$ cat src/rtl/fifo_prog_status.sv
// First-word-fall-through FIFO with programmable almost-full/almost-empty thresholds,
// synchronous flush and sticky overflow/underflow flags. Define FIFO_PEAK_EN to add peak_count.
module fifo_prog_status #(
    parameter int DATA_WIDTH = 32,
    parameter int ADDR_WIDTH = 4,
    parameter int AF_RESET   = 2**ADDR_WIDTH - 2,
    parameter int AE_RESET   = 2
) (
    input  logic                  clk,
    input  logic                  arst_n,
    input  logic                  flush,
    input  logic                  wr,
    input  logic [DATA_WIDTH-1:0] wr_data,
    input  logic                  rd,
    output logic [DATA_WIDTH-1:0] rd_data,
    output logic                  full,
    output logic                  empty,
    output logic                  almost_full,
    output logic                  almost_empty,
    input  logic                  thr_we,
    input  logic [ADDR_WIDTH:0]   af_thresh_in,
    input  logic [ADDR_WIDTH:0]   ae_thresh_in,
    output logic [ADDR_WIDTH:0]   count,
`ifdef FIFO_PEAK_EN
    output logic [ADDR_WIDTH:0]   peak_count,
`endif
    output logic                  overflow,
    output logic                  underflow,
    input  logic                  err_clr
);
    localparam int DEPTH = 2**ADDR_WIDTH;
    localparam logic [ADDR_WIDTH:0] AF_INIT = AF_RESET[ADDR_WIDTH:0];
    localparam logic [ADDR_WIDTH:0] AE_INIT = AE_RESET[ADDR_WIDTH:0];
    localparam logic [ADDR_WIDTH:0] DEPTH_C = DEPTH[ADDR_WIDTH:0];

    logic [DATA_WIDTH-1:0] mem_r [DEPTH];
    logic [ADDR_WIDTH:0]   wr_ptr_r, rd_ptr_r;
    logic [ADDR_WIDTH:0]   af_thresh_r, ae_thresh_r;
    logic                  overflow_r, underflow_r;
    logic [ADDR_WIDTH:0]   count_s, count_next_s;
    logic                  push_s, pop_s, ovf_set_s, unf_set_s;

    assign count_s = wr_ptr_r - rd_ptr_r;

    // Handshake decode; flush masks push/pop and error detection.
    always_comb begin
        pop_s        = 1'b0;
        push_s       = 1'b0;
        ovf_set_s    = 1'b0;
        unf_set_s    = 1'b0;
        count_next_s = count_s;
        if (flush) begin
            count_next_s = {(ADDR_WIDTH+1){1'b0}};
        end else begin
            pop_s        = rd & (count_s != {(ADDR_WIDTH+1){1'b0}});
            push_s       = wr & ((count_s != DEPTH_C) | pop_s);
            ovf_set_s    = wr & (count_s == DEPTH_C) & ~pop_s;
            unf_set_s    = rd & (count_s == {(ADDR_WIDTH+1){1'b0}});
            count_next_s = count_s + {{ADDR_WIDTH{1'b0}}, push_s} - {{ADDR_WIDTH{1'b0}}, pop_s};
        end
    end

    // Storage array: written only on an accepted push.
    always_ff @(posedge clk or negedge arst_n) begin
        if (!arst_n) begin
            for (int i = 0; i < DEPTH; i++) mem_r[i] <= {DATA_WIDTH{1'b0}};
        end else if (push_s) begin
            mem_r[wr_ptr_r[ADDR_WIDTH-1:0]] <= wr_data;
        end
    end

    // Pointers, thresholds and sticky error flags.
    always_ff @(posedge clk or negedge arst_n) begin
        if (!arst_n) begin
            wr_ptr_r    <= {(ADDR_WIDTH+1){1'b0}};
            rd_ptr_r    <= {(ADDR_WIDTH+1){1'b0}};
            af_thresh_r <= AF_INIT;
            ae_thresh_r <= AE_INIT;
            overflow_r  <= 1'b0;
            underflow_r <= 1'b0;
        end else begin
            if (flush) begin
                wr_ptr_r <= {(ADDR_WIDTH+1){1'b0}};
                rd_ptr_r <= {(ADDR_WIDTH+1){1'b0}};
            end else begin
                if (push_s) wr_ptr_r <= wr_ptr_r + {{ADDR_WIDTH{1'b0}}, 1'b1};
                if (pop_s)  rd_ptr_r <= rd_ptr_r + {{ADDR_WIDTH{1'b0}}, 1'b1};
            end
            if (thr_we) begin
                af_thresh_r <= af_thresh_in;
                ae_thresh_r <= ae_thresh_in;
            end
            // A set in the same cycle wins over err_clr.
            if (ovf_set_s)    overflow_r <= 1'b1;
            else if (err_clr) overflow_r <= 1'b0;
            if (unf_set_s)    underflow_r <= 1'b1;
            else if (err_clr) underflow_r <= 1'b0;
        end
    end

`ifdef FIFO_PEAK_EN
    logic [ADDR_WIDTH:0] peak_r;

    // High-water mark of occupancy, cleared by flush or err_clr.
    always_ff @(posedge clk or negedge arst_n) begin
        if (!arst_n) begin
            peak_r <= {(ADDR_WIDTH+1){1'b0}};
        end else if (flush || err_clr) begin
            peak_r <= {(ADDR_WIDTH+1){1'b0}};
        end else if (count_next_s > peak_r) begin
            peak_r <= count_next_s;
        end
    end

    assign peak_count = peak_r;
`endif

    assign rd_data      = mem_r[rd_ptr_r[ADDR_WIDTH-1:0]];
    assign count        = count_s;
    assign full         = (count_s == DEPTH_C);
    assign empty        = (count_s == {(ADDR_WIDTH+1){1'b0}});
    assign almost_full  = (count_s >= af_thresh_r);
    assign almost_empty = (count_s <= ae_thresh_r);
    assign overflow     = overflow_r;
    assign underflow    = underflow_r;
endmodule
$ cat config.mk
export PLATFORM = sky130hd
export DESIGN_NAME = fifo_prog_status
export DESIGN_NICKNAME = d
export VERILOG_FILES = /design/src/rtl/fifo_prog_status.sv
export SDC_FILE = /design/constraint.sdc
export NUM_CORES = 1
export LEC_CHECK = 0
export CELL_PAD_IN_SITES_DETAIL_PLACEMENT = 1
export CELL_PAD_IN_SITES_GLOBAL_PLACEMENT = 1
export CORE_AREA = 2 2 237 239
export DETAILED_ROUTE_END_ITERATION = 16
export DIE_AREA = 0 0 239 241
export GPL_TIMING_DRIVEN = 0
export MAX_ROUTING_LAYER = met4
export PLACE_DENSITY = 0.71
export SYNTH_ARGS = -nofsm -noshare
export SYNTH_HDL_FRONTEND = slang
export SYNTH_SLANG_ARGS = --single-unit
$ cat constraint.sdc
create_clock -name clk -period 3.3 [get_ports clk]
set_clock_uncertainty 0.1 [all_clocks]
set_input_delay 0.66 -clock clk [delete_from_list [all_inputs] [get_ports clk]]
set_output_delay 0.66 -clock clk [all_outputs]
set_load 0.005 [all_outputs]
* Word level (Yosys, flattened, before mapping)
Cells that the tools add are included.
** Storage, ports and cells
- Flip-flop bits (word level) :: 534
- Input port bits :: 49
** Cells by class
- Add/subtract/negate cells :: 3
- Order comparisons :: 5
- Equal/unequal tests :: 2
- Mux-type cells :: 17
- Bitwise operators :: 9
- Reduce and logical (&&, ||, !) cells :: 7
** Operators by type and width (number)
- 512-bit bitwise mux :: 1
- 32-bit binary-select mux with 4-bit select :: 1
- 32-bit demux with 4-bit select :: 1
- 32-bit 2-to-1 mux :: 3
- 5-bit 2-to-1 mux :: 4
- 5-bit by 1-bit adder with 5-bit output, second input constant :: 2
- 5-bit greater-or-equal comparator, second input constant :: 2
- 4-bit inverter with 5-bit output :: 2
- 2-bit nonzero test :: 4
- 1-bit 2-to-1 mux :: 7
- 1-bit AND :: 5
- 5-bit equality test, second input constant :: 1
- 5-bit greater-or-equal comparator :: 1
- 5-bit <= comparator :: 1
- 5-bit logical NOT :: 1
- 5-bit by 1-bit less-than comparator with 1-bit output, second input constant :: 1
- 5-bit inequality test, second input constant :: 1
- 5-bit nonzero test :: 1
- 5-bit subtractor :: 1
- 1-bit logical AND :: 1
- 1-bit inverter :: 1
- 1-bit bitwise OR :: 1

* Depth between registers and ports, before layout
Gate-level depths: netlist (run 1).
- Word-level depth :: 8
- Depth in mapped cells :: 12
- Mapped depth without buffers :: 10

* Worst setup path after synthesis (run 1)
OpenSTA, ideal clock, no wires.
- Path kind :: reg-to-output
- Start :: register rd_ptr_r[2]
- End :: output port almost_empty
- Data arrival time :: 2.803 ns
- Data required time :: 2.540 ns
- Slack :: -0.263 ns
- Stages on the path, launching flop included :: 12
- Buffers on the path :: 2
- Path through :: dfrtp_1 > inv_2 > buf_1 > ha_1 > nand2b_1 > a21oi_2 > xor2_4 > buf_6 > inv_1 > ha_1 > o21a_1 > o22ai_1
** On the way
- Cells in the longest elaborated chain, start to end :: 2
** Ends and longest elaborated chain
- start, declared :: RTL line 37 : logic [ADDR_WIDTH:0] wr_ptr_r, rd_ptr_r;
- start signal, assigned :: RTL line 76 : rd_ptr_r <= {(ADDR_WIDTH+1){1'b0}};
- start signal, assigned :: RTL line 84 : rd_ptr_r <= {(ADDR_WIDTH+1){1'b0}};
- start signal, assigned :: RTL line 87 : if (pop_s) rd_ptr_r <= rd_ptr_r + {{ADDR_WIDTH{1'b0}}, 1'b1};
- 5-bit subtractor :: RTL line 43 : assign count_s = wr_ptr_r - rd_ptr_r;
- net count[4] :: RTL line 23 : output logic [ADDR_WIDTH:0] count,
- 5-bit <= comparator :: RTL line 123 : assign almost_empty = (count_s <= ae_thresh_r);
- end, declared :: RTL line 19 : output logic almost_empty,
The timed path passes the listed nets, and every way through them passes these cells.

* Worst setup path in the final report (run 1)
- Start :: register rd_ptr_r[0]
- End :: output port rd_data[20]
** On the way
- Cells in the longest elaborated chain, start to end :: 4
** Ends and longest elaborated chain
- 4-bit inverter with 5-bit output (implied by the code) :: RTL line 118 : assign rd_data = mem_r[rd_ptr_r[ADDR_WIDTH-1:0]];
- 32-bit binary-select mux with 4-bit select :: RTL line 118
- 32-bit 2-to-1 mux (implied by the code) (2 in series) :: RTL line 118
- end, declared :: RTL line 15 : output logic [DATA_WIDTH-1:0] rd_data,
No other way between the ends. The select of a mux whose other input is x is not followed.

==> impl_metrics.yaml, run 1 <==
floorplanning:
  std_cell_rows: 86
  start_util_pct: 47.6
  dieArea_mm2: 0.0576
  die_h_um: 241
  core_area_mm2: 0.0549
  ios: 92
  chipWidth_um: 239
worst_setup_path:
  worstPathArrival_ns: 3.12
  reg2reg_depth: 15
  crit_slowest_cell: "mux4_2"
  critical_path.startpoint: "rd_ptr_r[0]$_DFFE_PN0P_"
  crit_type: "reg2out"
  cp-end-kind: "output port"
  path_cells: "buf_4 > buf_8 > clkbuf_16 > buf_16 > buf_12 > buf_6 > buf_6 > mux4_2 > mux4_2 > buf_6"
  crit_top_cell: "buf_6"
  crit_required_ns: 2.54
  cp_max_fo: 8
  regToRegStartpoint: "rd_ptr_r[1]$_DFFE_PN0P_"
  cp_slowest_stage_delay_ns: 0.55
  start_kind: "flop"
layout:
  final_common_cell: "dfrtp_1"
  layout-drive-gt1-share_pct: 58.7
  fin_nets: 1864
  layout_common_cells: "dfrtp_1 (528), mux2_4 (297), mux2_2 (214), mux4_2 (160), clkbuf_16 (82)"
  syn2layout_area_growth_pct: 24.9
  final_area_mm2: 0.0326
timing:
  worst_pin_slew_ns: 1.03
  slew_viol_final: 0
  slew_headroom_pct: 31.2
  min_period_ns: 3.88
  rsz0062_at_grt: "true"
  setup_viol: 480
  finalHoldViolCount: 0
  worst_slack_ns: -0.584
  fmax_mhz: 257
  finalSetupTns_ns: -65.55
  holdWs_ns: 0.349
  period_share_pct: 118
detailed_routing:
  detail_route.vias_per_cell: 5.92
  wl_per_cell_um: 30.3
  drt_wl_total_um: 77100
  drc: 0
  drt_iter0_markers: 781
  vias: 15048
  dr.pass1.iters: 5
  ant_nets: 0
status:
  status: "complete, but fails checks"
  failed_checks: "negative setup slack"
global_route:
  grt_pass1_vias: 17162
  grt_remaining_overflow: 0
  grt_max_degree: 127
  grt_pass1_wl_um: 111000
  grt_usage_pct: 26.9
  antenna_found_initial: 1
clock_tree:
  clk-insertion-delay-late_ns: 0.63
  root_buffer: "clkbuf_16"
  htreeDepth: 2
  path_clk_slew_ns: 0.06
  cts_buffers: 58
  cts_tree: "done"
  clock_sinks: 534
  clockBufferDepth: 3
power:
  vdd_ir_drop_max_mv: 0.485
  p_clk_share_pct: 26.2
  power.density_mw_per_mm2: 762
  p_switching_mw: 7.69
  power.leakage_nw: 15.7
  p_comb_share_pct: 39.2
  total_power_mw: 24.9
  intPower_mw: 17.2
  switching_share_pct: 30.9
  sequentialPowerShare_pct: 34.6
logic_synthesis:
  seq_area_frac_synth_pct: 51.2
  ys.warnings.count: 0
  synth_edf_count: 0
  dominantRegCellSynth: "dfrtp_1"
  syn_nets: 1577
  synthesis.instances: 1508
  syn_avg_cell_area_um2: 17.3
  synth_area_mm2: 0.0261
  synth-seq-cells: 534
  synth.distinct_cells: 55
  async_flop_share_pct: 100
placement:
  place_ws_ns: -1.30
  placed_area_mm2: 0.0280
  gp_congestion: 0.773
  io_buffers: 88
  dp_hpwl_um: 41800
hold_path:
  min_from: "thr_we"
  worstHoldPathCells: 3
  hold_path.class: "in2reg"
job:
  max_cap_viol_count: 0
[layer usage]
metal / up-vias / track usage [%] / routed length (um)
met2: 333 / 43.3 / 38700
met1: 8332 / 34.8 / 33300
met3: 148 / 5.26 / 2890
li1: 6235 / - / -
met5: - / - / 0
met4: 0 / 8.37 / 2220
[cell families (layout without fill, tap and decap cells)]
kind of cell	Yosys count	after routing	share of synthesized area, %
flops	534	534	51.2
fa+ha+maj	20	20	0.987
compound gates	53	53	2.59
xor+xnor	4	4	0.235
other cells	0	1	0
buf+inv	153	482	3.46
mux	679	679	40.2
simple gates	65	65	1.37
[area by class of cell]
class	instances	area (um^2)
Clock inverter	12	154
Multi-Input combinational cell	821	12100
Fill cell	4836	22200
Tap cell	704	881
Inverter	20	83.8
Clock buffer	90	1710
Buffer	129	1570
Timing Repair Buffer	231	2760
Sequential cell	534	13400
Antenna cell	1	2.50
[timing repair]
action	4_1_cts	5_1_grt
hold buffers	1	0
pin swaps	22	13
resized for setup	354	111
endpoints found under the hold margin	71	0
gates cloned	7	14
buffers inserted	94	24
setup endpoints to repair	563	522
[worst paths after layout]
check	endpoint	slack (ns)
setup / recovery	rd_data[20]	-0.58
max in group asynchronous	mem_r[43]$_DFFE_PN0P_	0.41
hold / removal	ae_thresh_r[1]$_DFFE_PN1P_	0.35
hold reg to reg	overflow$_DFFE_PN0P_	0.40
setup reg to reg	mem_r[168]$_DFFE_PN0P_	-0.25
min in group asynchronous	mem_r[505]$_DFFE_PN0P_	0.57
[through the flow]
step	cells	utilization, %
final	2542	59.5
after detailed placement	2304	51.1
after CTS	2506	57.7
after global placement	2300	50.9
after global routing	2542	59.5
after floorplan	1508	-
[sequential cells by signal (all words and copies together), names as in the netlist]
signal and count:
underflow 1, af_thresh_r 5, rd_ptr_r 5, ae_thresh_r 5
wr_ptr_r 5, overflow 1, mem_r 512
[synth_stat cells, types with 8 or more instances]
cell type	n	area, um^2
clkbuf_1	61	229
o21ai_0	8	40.0
mux4_2	160	3600
mux2_2	231	2600
nand2_1	18	67.6
nor2_1	11	41.3
buf_2	24	120
mux2_4	280	4200
dfrtp_1	530	13300
o311ai_4	16	420
buf_6	37	417
inv_1	18	67.6
ha_1	19	238
[worst max-delay path, delay by kind of cell, from the launching register on]
family,cells,cell delay (ns)
buffers and inverters,8,1.12
DFF,1,0.40
muxes,2,0.98
[power by group through the flow]
stage	registers, mW	logic, mW	clock network, mW
floorplan	8.37	5.00	0
global placement	8.59	7.36	0
detailed placement	8.62	7.53	0
CTS	8.53	9.01	6.60
global route	8.75	10.3	6.89
finish	8.61	9.76	6.52
Power figures use the tool's default switching activity.
==> run 2, diff against run 1 <==
- CORE_AREA: 2 2 237 239 -> 2 2 226 228
- DIE_AREA: 0 0 239 241 -> 0 0 228 230
- PLACE_DENSITY: 0.71 -> 0.75
- clock period: 3.3 -> 3.7 ns (I/O delays scaled with it)
==> run 2 against run 1 <==
The run still ends with negative setup slack left. Largest power group unchanged. Die area down 9.0%. Sequential share of layout area up 1.3 points. Final cell count down 1.8%. Worst hold slack worse by 0.32 ns. Design area down 3.0%. Utilization up 4.0 points. Clock power down 9.8%. Clock-buffer cell count up 6. Combinational power down 15%. Global-route usage up 2.1 points.
==> impl_metrics.yaml, run 2 (synthesis gave the netlist of run 1 again) <==
worst_setup_path:
  regToRegStartpoint: "rd_ptr_r[0]$_DFFE_PN0P_"
  crit_slowest_cell: "mux4_2"
  cp_slowest_stage_delay_ns: 0.53
  path_buf_inv: 5
  start_kind: "flop"
  cp_max_fo: 8
  regToRegEndpoint: "mem_r[385]$_DFFE_PN0P_"
  crit_required_ns: 2.86
  path_cells: "buf_4 > clkbuf_16 > buf_12 > buf_4 > mux4_2 > mux4_2 > clkdlybuf4s15_1"
  r2r_slack_ns: -0.02
  worstPathArrival_ns: 3.05
  cpLargestDelayFamily: "multiplexers"
  reg2reg_depth: 14
  crit_type: "reg2out"
  cp-end-kind: "output port"
floorplanning:
  core_area_mm2: 0.0499
  start_util_pct: 52.4
  ios: 92
  die_h_um: 230
  chipWidth_um: 228
  dieArea_mm2: 0.0524
  std_cell_rows: 82
global_route:
  antenna_found_initial: 2
  grt_pass1_vias: 17126
  grt_pass1_wl_um: 111000
  grt_usage_pct: 29.0
  grt_remaining_overflow: 0
  grt_max_degree: 125
placement:
  dp_hpwl_um: 41500
  gp_congestion: 0.754
  placed_area_mm2: 0.0280
  io_buffers: 88
timing:
  min_period_ns: 3.89
  slew_headroom_pct: 27.4
  setup_viol: 53
  worst_pin_slew_ns: 1.09
  worst_slack_ns: -0.192
  slew_viol_final: 0
  period_share_pct: 105
  finalSetupTns_ns: -4.01
  fmax_mhz: 257
  finalHoldViolCount: 0
  rsz0062_at_grt: "true"
layout:
  fin_util_pct: 63.5
  final_common_cell: "dfrtp_1"
  layout_common_cells: "dfrtp_1 (527), mux2_4 (280), mux2_2 (231), mux4_2 (160), buf_6 (81)"
  largest-register: "mem_r"
  final_area_mm2: 0.0317
  fin_nets: 1843
  fill_cells: 4413
  syn2layout_area_growth_pct: 21.2
  seqCellArea_mm2: 0.0134
  multi_input_area_mm2: 0.0120
  largest_register_ffs: 512
  layout-drive-gt1-share_pct: 58.2
power:
  p_switching_mw: 6.68
  intPower_mw: 15.2
  p_comb_share_pct: 37.9
  p_clk_share_pct: 27.0
  vdd_ir_drop_max_mv: 0.469
  power.leakage_nw: 15.3
  power.density_mw_per_mm2: 690
  switching_share_pct: 30.6
  total_power_mw: 21.8
  sequentialPowerShare_pct: 35.2
status:
  failed_checks: "negative setup slack"
  status: "complete, but fails checks"
detailed_routing:
  detail_route.vias_per_cell: 5.98
  dr.pass1.iters: 5
  ant_nets: 0
  vias: 14922
  drt_wl_total_um: 72400
  drt_iter0_markers: 899
  wl_per_cell_um: 29.0
  drc: 0
clock_tree:
  cts_buffers: 58
  cts_tree: "done"
  clockBufferDepth: 3
  clk-insertion-delay-late_ns: 0.62
  htreeDepth: 2
  path_clk_slew_ns: 0.06
  clock_sinks: 534
  root_buffer: "clkbuf_16"
hold_path:
  hold_path.class: "in2async"
job:
  max_cap_viol_count: 0
## run 2: cell types whose count changed in the layout (fill, tap and decap cells not counted), sizes merged
cell,before,now
buf,224,217
bufinv,2,1
clkbuf,173,158
clkdlybuf4s15,2,8
clkdlybuf4s50,47,49
diode,1,2
dlygate4sd3,1,0
## run 2: worst max path at each step
stage / startpoint / endpoint / slack, ns / depth (start not counted)
4_1_cts: rd_ptr_r[0]$_DFFE_PN0P_ / almost_empty / -0.28 / 12
6_report: rd_ptr_r[0]$_DFFE_PN0P_ / rd_data[20] / -0.19 / 7
5_1_grt: rd_ptr_r[0]$_DFFE_PN0P_ / almost_empty / -0.28 / 12
2_1_floorplan: rd_ptr_r[2]$_DFFE_PN0P_ / almost_empty / 0.06 / 11
3_5_place_dp: rd_ptr_r[1]$_DFFE_PN0P_ / almost_empty / -1.32 / 13
3_3_place_gp: arst_n / mem_r[39]$_DFFE_PN0P_ / -21.59 / 1
## run 2: per-layer routing
metal  up-vias  wire length [um]  global-route usage, %
met5         -                 0                      -
met4         0              2880                   10.8
met3       142              3130                   4.37
met2       379             35700                   46.5
met1      8193             30700                   37.9
li1       6208                 -                      -
## run 2: area by class of cell
type,instances,area share (%)
antenna,2,0.0158
inverter,20,0.265
sequential,534,42.2
clock inverter,11,0.324
multi-input combinational,821,38.0
clock buffer,96,5.79
timing repair buffer,209,6.78
buffer,130,3.88
tap,672,2.66
## run 2: per-stage QoR
stage / worst slack (ns) / hold WS [ns] / std cells
global placement: -21.59 / 0.371 / 2268
floorplan: 0.0571 / 0.344 / 1508
finish: -0.192 / 0.0266 / 2495
global route: -0.285 / 0.0592 / 2495
CTS: -0.284 / 0.0351 / 2475
detailed placement: -1.32 / 0.379 / 2272
## run 2: repair_timing
action                     4_1_cts  5_1_grt
setup endpoints to repair      563      207
buffers inserted                89       22
gates cloned                     8        0
hold buffers                     0        0
gates resized for setup        327       26
pin swaps                       18       18
## run 2: power groups by stage
stage	Sequential [mW]	Combinational (mW)	Clock [mW]
after floorplan	7.46	4.40	0
after global placement	7.66	6.46	0
after detailed placement	7.71	6.64	0
after CTS	7.63	8.02	5.97
after global routing	7.79	8.76	6.22
final	7.68	8.27	5.88
==> run 3, diff against run 2 <==
- CAP_MARGIN: not set -> 20
- RECOVER_POWER: not set -> 25
- clock period: 3.7 -> 4.12 ns (I/O delays scaled with it)
==> run 3 against run 2 <==
The flow finishes with violations (max-capacitance violations, max-slew violations). Register-to-register slack better by 0.54 ns. Utilization down 2.2 points. Sequential share of layout area up 1.5 points. Routed wire length down 7.3%. Critical path depth down 1. Via count down 4.3%. Sequential power down 11%. Power down 15%. Design area down 3.4%. Critical endpoint is now rd_data[0].
==> impl_metrics.yaml, run 3 (synthesis gave the netlist of run 1 again) <==
detailed_routing:
  ant_nets: 0
  drt_iter0_markers: 830
  wl_met2_um: 33200
  top_layer: "met4"
  wl_met1_um: 29300
  dr.pass1.iters: 4
  wl_per_cell_um: 27.9
  drt_wl_total_um: 67100
  vias: 14280
  detail_route.vias_per_cell: 5.94
  drc: 0
  dr_wl_met3_um: 2790
layout:
  fin_util_pct: 61.3
  final_area_mm2: 0.0306
  final_common_cell: "dfrtp_1"
  fin_nets: 1757
  layout_common_cells: "dfrtp_1 (527), mux2_4 (280), mux2_2 (231), mux4_2 (160), clkdlybuf4s50_1 (72)"
  syn2layout_area_growth_pct: 17.0
  largest-register: "mem_r"
  layout-drive-gt1-share_pct: 53.9
  largest_register_ffs: 512
clock_tree:
  cts_tree: "done"
  cts_buffers: 58
  root_buffer: "clkbuf_16"
  path_clk_slew_ns: 0.06
  clockBufferDepth: 3
  clock_sinks: 534
  htreeDepth: 2
  ctsHoldBuffers: 0
  clk-insertion-delay-late_ns: 0.62
timing:
  finalHoldViolCount: 0
  period_share_pct: 98.4
  slew_viol_final: 78
  min_period_ns: 4.05
  worst_pin_slew_ns: 2.25
  slew_headroom_pct: -49.9
  setup_viol: 0
  rsz0062_at_grt: "true"
  fmax_mhz: 247
power:
  power.leakage_nw: 14.7
  vdd_ir_drop_max_mv: 0.340
  power.density_mw_per_mm2: 610
placement:
  io_buffers: 88
  placed_area_mm2: 0.0280
  gp_congestion: 0.754
  dp_hpwl_um: 41800
status:
  status: "complete, but fails checks"
  failed_checks: "max-capacitance violations, max-slew violations"
worst_setup_path:
  critical_path.startpoint: "rd_ptr_r[0]$_DFFE_PN0P_"
  path_buf_inv: 4
  cp-end-kind: "output port"
  path_cells: "clkbuf_8 > clkbuf_16 > buf_16 > mux4_2 > mux4_2 > clkdlybuf4s50_1"
  cpLargestDelayFamily: "multiplexers"
  crit_top_cell: "mux4_2"
  crit_required_ns: 3.20
  crit_slowest_cell: "mux4_2"
  regToRegStartpoint: "rd_ptr_r[1]$_DFFE_PN0P_"
  crit_type: "reg2out"
  start_kind: "flop"
  cp_slowest_stage_delay_ns: 0.56
  worstPathArrival_ns: 3.13
  cp_max_fo: 10
global_route:
  grt_usage_pct: 27.3
  antenna_found_initial: 2
  grt_remaining_overflow: 0
  grt_pass1_wl_um: 105000
  grt_max_degree: 125
  grt_pass1_vias: 16453
floorplanning:
  dieArea_mm2: 0.0524
  std_cell_rows: 82
  core_area_mm2: 0.0499
  start_util_pct: 52.4
  ios: 92
  chipWidth_um: 228
  die_h_um: 230
hold_path:
  min_from: "mem_r[435]$_DFFE_PN0P_"
  hold_path.class: "reg2reg"
job:
  max_cap_viol_count: 1
-- run 3: changes by cell type in the layout (fill, tap and decap cells not counted), moves of 6 or more --
cell             delta
buf_12              -9
buf_16              -8
buf_2              -12
buf_4              -45
buf_6              -43
clkbuf_8           -11
clkdlybuf4s15_1     -6
clkdlybuf4s50_1    +23
dlygate4sd2_1       +7
-- run 3: layout make-up --
class	instances	area, um^2
Fill cell	4449	19300
Sequential cell	534	13400
Multi-Input combinational cell	821	12000
Clock buffer	87	1700
Timing Repair Buffer	121	1290
Buffer	132	1120
Tap cell	672	841
Clock inverter	15	176
Inverter	20	83.8
Antenna cell	2	5.00
-- run 3: worst reg2reg max path, stage by stage (launching register included) --
cell and delay [ns]:
dfrtp_2 0.37, clkbuf_8 0.16, clkbuf_16 0.17, clkbuf_16 0.15
inv_1 0.05, ha_1 0.27, nand3b_1 0.11, buf_4 0.17
a211oi_4 0.24, nor2_2 0.10, buf_6 0.14, buf_4 0.18
o311ai_4 0.61, buf_6 0.30, mux2_2 0.37
-- run 3: timing repair --
item	4_1_cts	5_1_grt
gates resized for setup	133	19
pin swaps	5	3
endpoints found under the setup margin	555	27
gates cloned	3	0
buffers inserted	17	5
-- run 3: where the power goes --
part	total, mW	internal (mW)	switching, mW
clock	5.19	3.03	2.16
combinational	6.59	3.74	2.85
sequential	6.87	6.29	0.578
total	18.6	13.1	5.59
-- run 3: per-layer routing --
layer  GRT usage [%]  up-vias
li1                -     6018
met4            7.99        0
met5               -        -
met3            4.56      110
met2            43.8      294
met1            36.2     7858
-- run 3: worst paths after layout --
path,slack (ns),cells after the start,end
setup / recovery,0.07,6,rd_data[0]
hold / removal,0.39,1,mem_r[435]$_DFFE_PN0P_
setup reg to reg,0.52,14,mem_r[431]$_DFFE_PN0P_
hold reg to reg,0.39,1,mem_r[435]$_DFFE_PN0P_
max in group asynchronous,1.25,3,mem_r[102]$_DFFE_PN0P_
min in group asynchronous,0.75,1,mem_r[473]$_DFFE_PN0P_
-- run 3: per-stage QoR --
stage | total power [mW] | setup WS [ns] | cells | setup TNS (ns) | hold WS (ns)
2_1_floorplan | 10.7 | 0.393 | 1508 | 0 | 0.359
3_3_place_gp | 12.7 | -21.26 | 2268 | - | 0.371
3_5_place_dp | 12.9 | -1.02 | 2276 | -209.52 | 0.379
4_1_cts | 18.7 | -0.0323 | 2397 | -0.0323 | 0.114
6_report | 18.6 | 0.0677 | 2404 | 0 | 0.389
5_1_grt | 19.5 | -0.0134 | 2404 | -0.0134 | 0.404
==> RTL change 1 (settings of run 2) <==
Build with the macro `FIFO_PEAK_EN` defined.
--- a/src/rtl/fifo_prog_status.sv
+++ b/src/rtl/fifo_prog_status.sv
@@ -1,4 +1,6 @@
 // First-word-fall-through FIFO with programmable almost-full/almost-empty thresholds,
 // synchronous flush and sticky overflow/underflow flags. Define FIFO_PEAK_EN to add peak_count.
+`define FIFO_PEAK_EN
+
 module fifo_prog_status #(
     parameter int DATA_WIDTH = 32,
Function (old outputs only; new: peak_count): no difference found for any inputs over 4 cycles, from zero or initial values and one cycle with arst_n low; that may be too few to reach the edited logic, so the function may still have changed.
==> RTL change 1 against run 2 <==
Synthesized area decreased by 3.3%; clock power is 0.9% higher; design area shrank 2.8%; sequential cell count rose by 5; largest cell class unchanged; total power decreased by 7.9%; hold slack better by 0.36 ns; routed wire length fell by 4.2%; the flow still finishes with violations (negative setup slack); largest power group unchanged; worst setup slack worse by 1.1 ns.
==> RTL change 1: results (changes against run 2) <==
[setup_path]
critical-path-max-stage-delay_ns = 0.42  ; was 0.53 ns
path_class = reg2reg  ; was reg2out
rr_worst_depth = 25  ; was 14
r2r-end = peak_count[3]  ; was mem_r[385]
path_max_fanout = 6  ; was 8
critPathArrivalTime_ns = 5.37  ; was 3.05 ns
slowest_stage = dfrtp_2  ; was mux4_2
startpoint = rd_ptr_r[1]  ; was rd_ptr_r[0]
cp_top_family = adder cells  ; was multiplexers

[place]
dp_cells = 2313  ; was 2272
io_buffers = 95  ; was 88
gp_congestion = 0.771  ; was 0.754
hpwl_um = 42000  ; was 41500 um
pre_cts_ws_ns = -2.37  ; was -1.32 ns

[synthesis]
synth_warnings = 0  ; unchanged
synth.distinct_cells = 50  ; was 55
synth_common_cells = dfrtp_1, mux2_2, mux4_2, mux2_4, clkbuf_1  ; was dfrtp_1, mux2_4, mux2_2, mux4_2, clkbuf_1
syn-mean-instance-area_um2 = 16.4  ; was 17.3 um^2
ys_seq_area_frac = 0.534  ; was 0.512
synth_fp_nets = 1622  ; was 1577

[power_and_ir_drop]
power.switching_w = 0.00600  ; was 0.00668 W
p_per_area_nw_per_um2 = 653  ; was 690 nW/um^2
vdd.ir_drop.worst_v = 0.000492  ; was 0.000469 V
p_leak_nw = 14.4  ; was 15.3 nW

[drt]
drt_wl_total_um = 69400  ; was 72400 um
via_per_inst = 5.88  ; was 5.98
vias = 14683  ; was 14922
drt_iter0_markers = 789  ; was 899
met1Wirelength_um = 29300  ; was 30700 um
dr_wl_met3_um = 2960  ; was 3130 um
dr_wl_met2_um = 35200  ; was 35700 um

[sta]
setup_viol = 41  ; was 53
worstMarginPinSlew_ns = 1.14  ; was 1.09 ns
setup_tns_ns = -10.32  ; was -4.01 ns
finalWorstSetupSlack_ns = -1.27  ; was -0.192 ns
holdWs_ns = 0.383  ; was 0.0266 ns

[cells_and_area]
multi_input_area_share = 0.366  ; was 0.380
inverters = 29  ; was 20
utilization = 0.617  ; was 0.635
ff_latch_area_um2 = 13500  ; was 13400 um^2
multi_input_cells = 848  ; was 821
fillerInstances = 4447  ; was 4413
buffers = 300  ; was 339
drive_above_1_share = 0.556  ; was 0.582
antennaDiodeCount = 1  ; was 2
clkbuf_count = 89  ; was 96
nonClkBufAreaFrac = 0.101  ; was 0.107
layout.nets = 1857  ; was 1843

[run_status]
violations = negative setup slack  ; unchanged
status = finished, violations left  ; unchanged

[cts]
clock_latency_ns = 0.62  ; about the same
cts_num_sinks = 539  ; was 534

[floorplan]
die-area_um2 = 52400  ; unchanged

[grt]
grt_max_degree = 129  ; was 125
grtUsageTotal = 0.276  ; was 0.290
grt_pass1_wl_um = 105000  ; was 111000 um
antenna_found_initial = 1  ; was 2

[min_path]
hold_depth = 1
hold_class = reg2reg  ; was in2async

RTL change 1: cell count changes after synthesis, sizes merged, moves of 6 or more:
| cell | change |
|---|---|
| ha | +11 |
| inv | +9 |
| o311ai | -18 |
| o21ai | +7 |
| clkbuf | -12 |
| nand3 | +13 |
| a21oi | +6 |
RTL change 1: kinds of logic after synthesis:
kind of cell	synth area share
buffers and inverters	0.0342
xor gates and xnor gates	0.00277
and+or+nand+nor	0.0180
muxes	0.382
AOI/OAI and AO/OA	0.0120
DFF	0.534
adders and majority gates	0.0164
RTL change 1: what timing repair did:
item                                   4_1_cts  5_1_grt
gates cloned                                 6        3
pin swaps                                   20       10
resized for setup                          337       93
endpoints found under the hold margin       57        0
buffers inserted                            46       33
setup endpoints to repair                  558      436
hold buffers                                 1        0
RTL change 1: per-layer routing:
metal	GRT usage	vias up
met5	-	-
met4	0.0933	0
met3	0.0510	118
met2	0.453	303
met1	0.348	8026
li1	-	6236
==> RTL change 2 (settings of run 2) <==
Without the edit above. Register the output `count`, cleared by the reset; this adds one clock of latency there. The other outputs are not delayed to match.
--- a/src/rtl/fifo_prog_status.sv
+++ b/src/rtl/fifo_prog_status.sv
@@ -117,5 +117,11 @@
 
     assign rd_data      = mem_r[rd_ptr_r[ADDR_WIDTH-1:0]];
-    assign count        = count_s;
+    always_ff @(posedge clk or negedge arst_n) begin
+        if (!arst_n) begin
+            count <= '0;
+        end else begin
+            count <= count_s;
+        end
+    end
     assign full         = (count_s == DEPTH_C);
     assign empty        = (count_s == {(ADDR_WIDTH+1){1'b0}});
Formal check against the unedited RTL: not equivalent (Yosys sat finds a counterexample within 4 cycles, from zero or initial values and one cycle with arst_n low).
==> RTL change 2 against run 2 <==
The flow still finishes with violations (negative setup slack); design area decreased by 1.8%; maximum frequency up 2.2%; combinational power is 33% lower; sequential cell count grew 5; worst setup slack better by 0.083 ns; routed wire length is 2.9% lower; clock power increased by 4.9%; total power is 14% lower; via count up 2.0%; synthesized area increased by 1.1%.
==> RTL change 2: results (changes against run 2) <==
[grt]
grt_pass1_wl_um = 110000  ; was 111000 um
met2_usage = 0.450  ; was 0.465
antenna_found_initial = 1  ; was 2
grt_pass1_vias = 17257  ; was 17126
use_met3 = 0.0494  ; was 0.0437
grt_max_degree = 126  ; was 125

[place]
io_buffers = 90  ; was 88
dp_cells = 2438  ; was 2272
hpwl_um = 44300  ; was 41500 um
pre_cts_ws_ns = -1.95  ; was -1.32 ns
dpl_cell_area_um2 = 28300  ; was 28000 um^2

[synthesis]
synthXorXnorAreaFrac = 0.00199  ; was 0.00235
syn-mean-instance-area_um2 = 15.8  ; was 17.3 um^2
synth_common_cells = dfrtp_1, mux2_4, mux2_2, nand2_1, mux4_2  ; was dfrtp_1, mux2_4, mux2_2, mux4_2, clkbuf_1
synth_warnings = 0  ; unchanged
ys_seq_area_frac = 0.511  ; was 0.512
synth_fp_nets = 1740  ; was 1577
synth-main-ff-cell = dfrtp_1  ; unchanged
synth_mux_area_frac = 0.381  ; was 0.402
synth_area_leaders = dfrtp_1, mux2_4, mux4_2  ; unchanged
synth_compound_area_frac = 0.0144  ; was 0.0259
synth.distinct_cells = 43  ; was 55

[setup_path]
cp_top_family = buffers and inverters  ; was multiplexers
r2r_slack_ns = 0.06  ; was -0.02 ns
slowest_stage = dfrtp_2  ; was mux4_2
path_max_fanout = 3  ; was 8
rr_worst_depth = 13  ; was 14
endpoint = almost_empty  ; was rd_data[20]
critPathArrivalTime_ns = 2.97  ; was 3.05 ns
r2r-end = mem_r[417]  ; was mem_r[385]
startpoint = rd_ptr_r[1]  ; was rd_ptr_r[0]
critical-path-max-stage-delay_ns = 0.39  ; was 0.53 ns

[cts]
postCtsHoldBufs = 1  ; was 0
cts-resized-gates = 198  ; was 327
cts_setup_buffers = 26  ; was 89

[power_and_ir_drop]
p_leak_nw = 14.1  ; was 15.3 nW
vdd.ir_drop.worst_v = 0.000374  ; was 0.000469 V

[drt]
dr_wl_met3_um = 3020  ; was 3130 um
dr_wl_met2_um = 34100  ; was 35700 um
routedWlPerCell_um = 27.4  ; was 29.0 um
drt_iter0_markers = 909  ; was 899

[cells_and_area]
fillerInstances = 4553  ; was 4413
layout.nets = 1923  ; was 1843
final_cell_count_no_fill = 2571  ; was 2495

[sta]
finalWorstSetupSlack_ns = -0.109  ; was -0.192 ns
slew_headroom = 0.358  ; was 0.274
holdWs_ns = 0.386  ; was 0.0266 ns
setup_viol = 9  ; was 53
setup_tns_ns = -0.450  ; was -4.01 ns

[run_status]
status = finished, violations left  ; unchanged
violations = negative setup slack  ; unchanged

[floorplan]
initial_core_util = 0.529  ; was 0.524

[RTL change 2: changes by cell type in the layout (fill, tap and decap cells not counted), sizes merged, moves of 5 or more]
| cell | before | now |
|---|---|---|
| o21ai | 8 | 13 |
| clkbuf | 158 | 152 |
| dlygate4sd2 | 3 | 26 |
| nand2 | 18 | 144 |
| o311ai | 19 | 0 |
| buf | 217 | 119 |
| dfrtp | 530 | 535 |
| bufinv | 1 | 7 |
| mux4 | 160 | 128 |
| and3 | 0 | 48 |
| a31oi | 3 | 32 |
| nor3 | 10 | 3 |
[RTL change 2: area by class of cell]
type	instances	area, um^2	share of cell area
clock buffer	83	1730	0.0555
antenna	2	5.00	0.000161
sequential	539	13500	0.434
multi-input combinational	964	12100	0.388
buffer	145	1340	0.0430
tap	672	841	0.0270
clock inverter	20	285	0.00917
inverter	17	85.1	0.00274
timing repair buffer	129	1250	0.0401
[RTL change 2: power by group]
part	switching, W	internal [W]
Sequential	0.000419	0.00662
Combinational	0.00257	0.00300
Clock	0.00246	0.00371
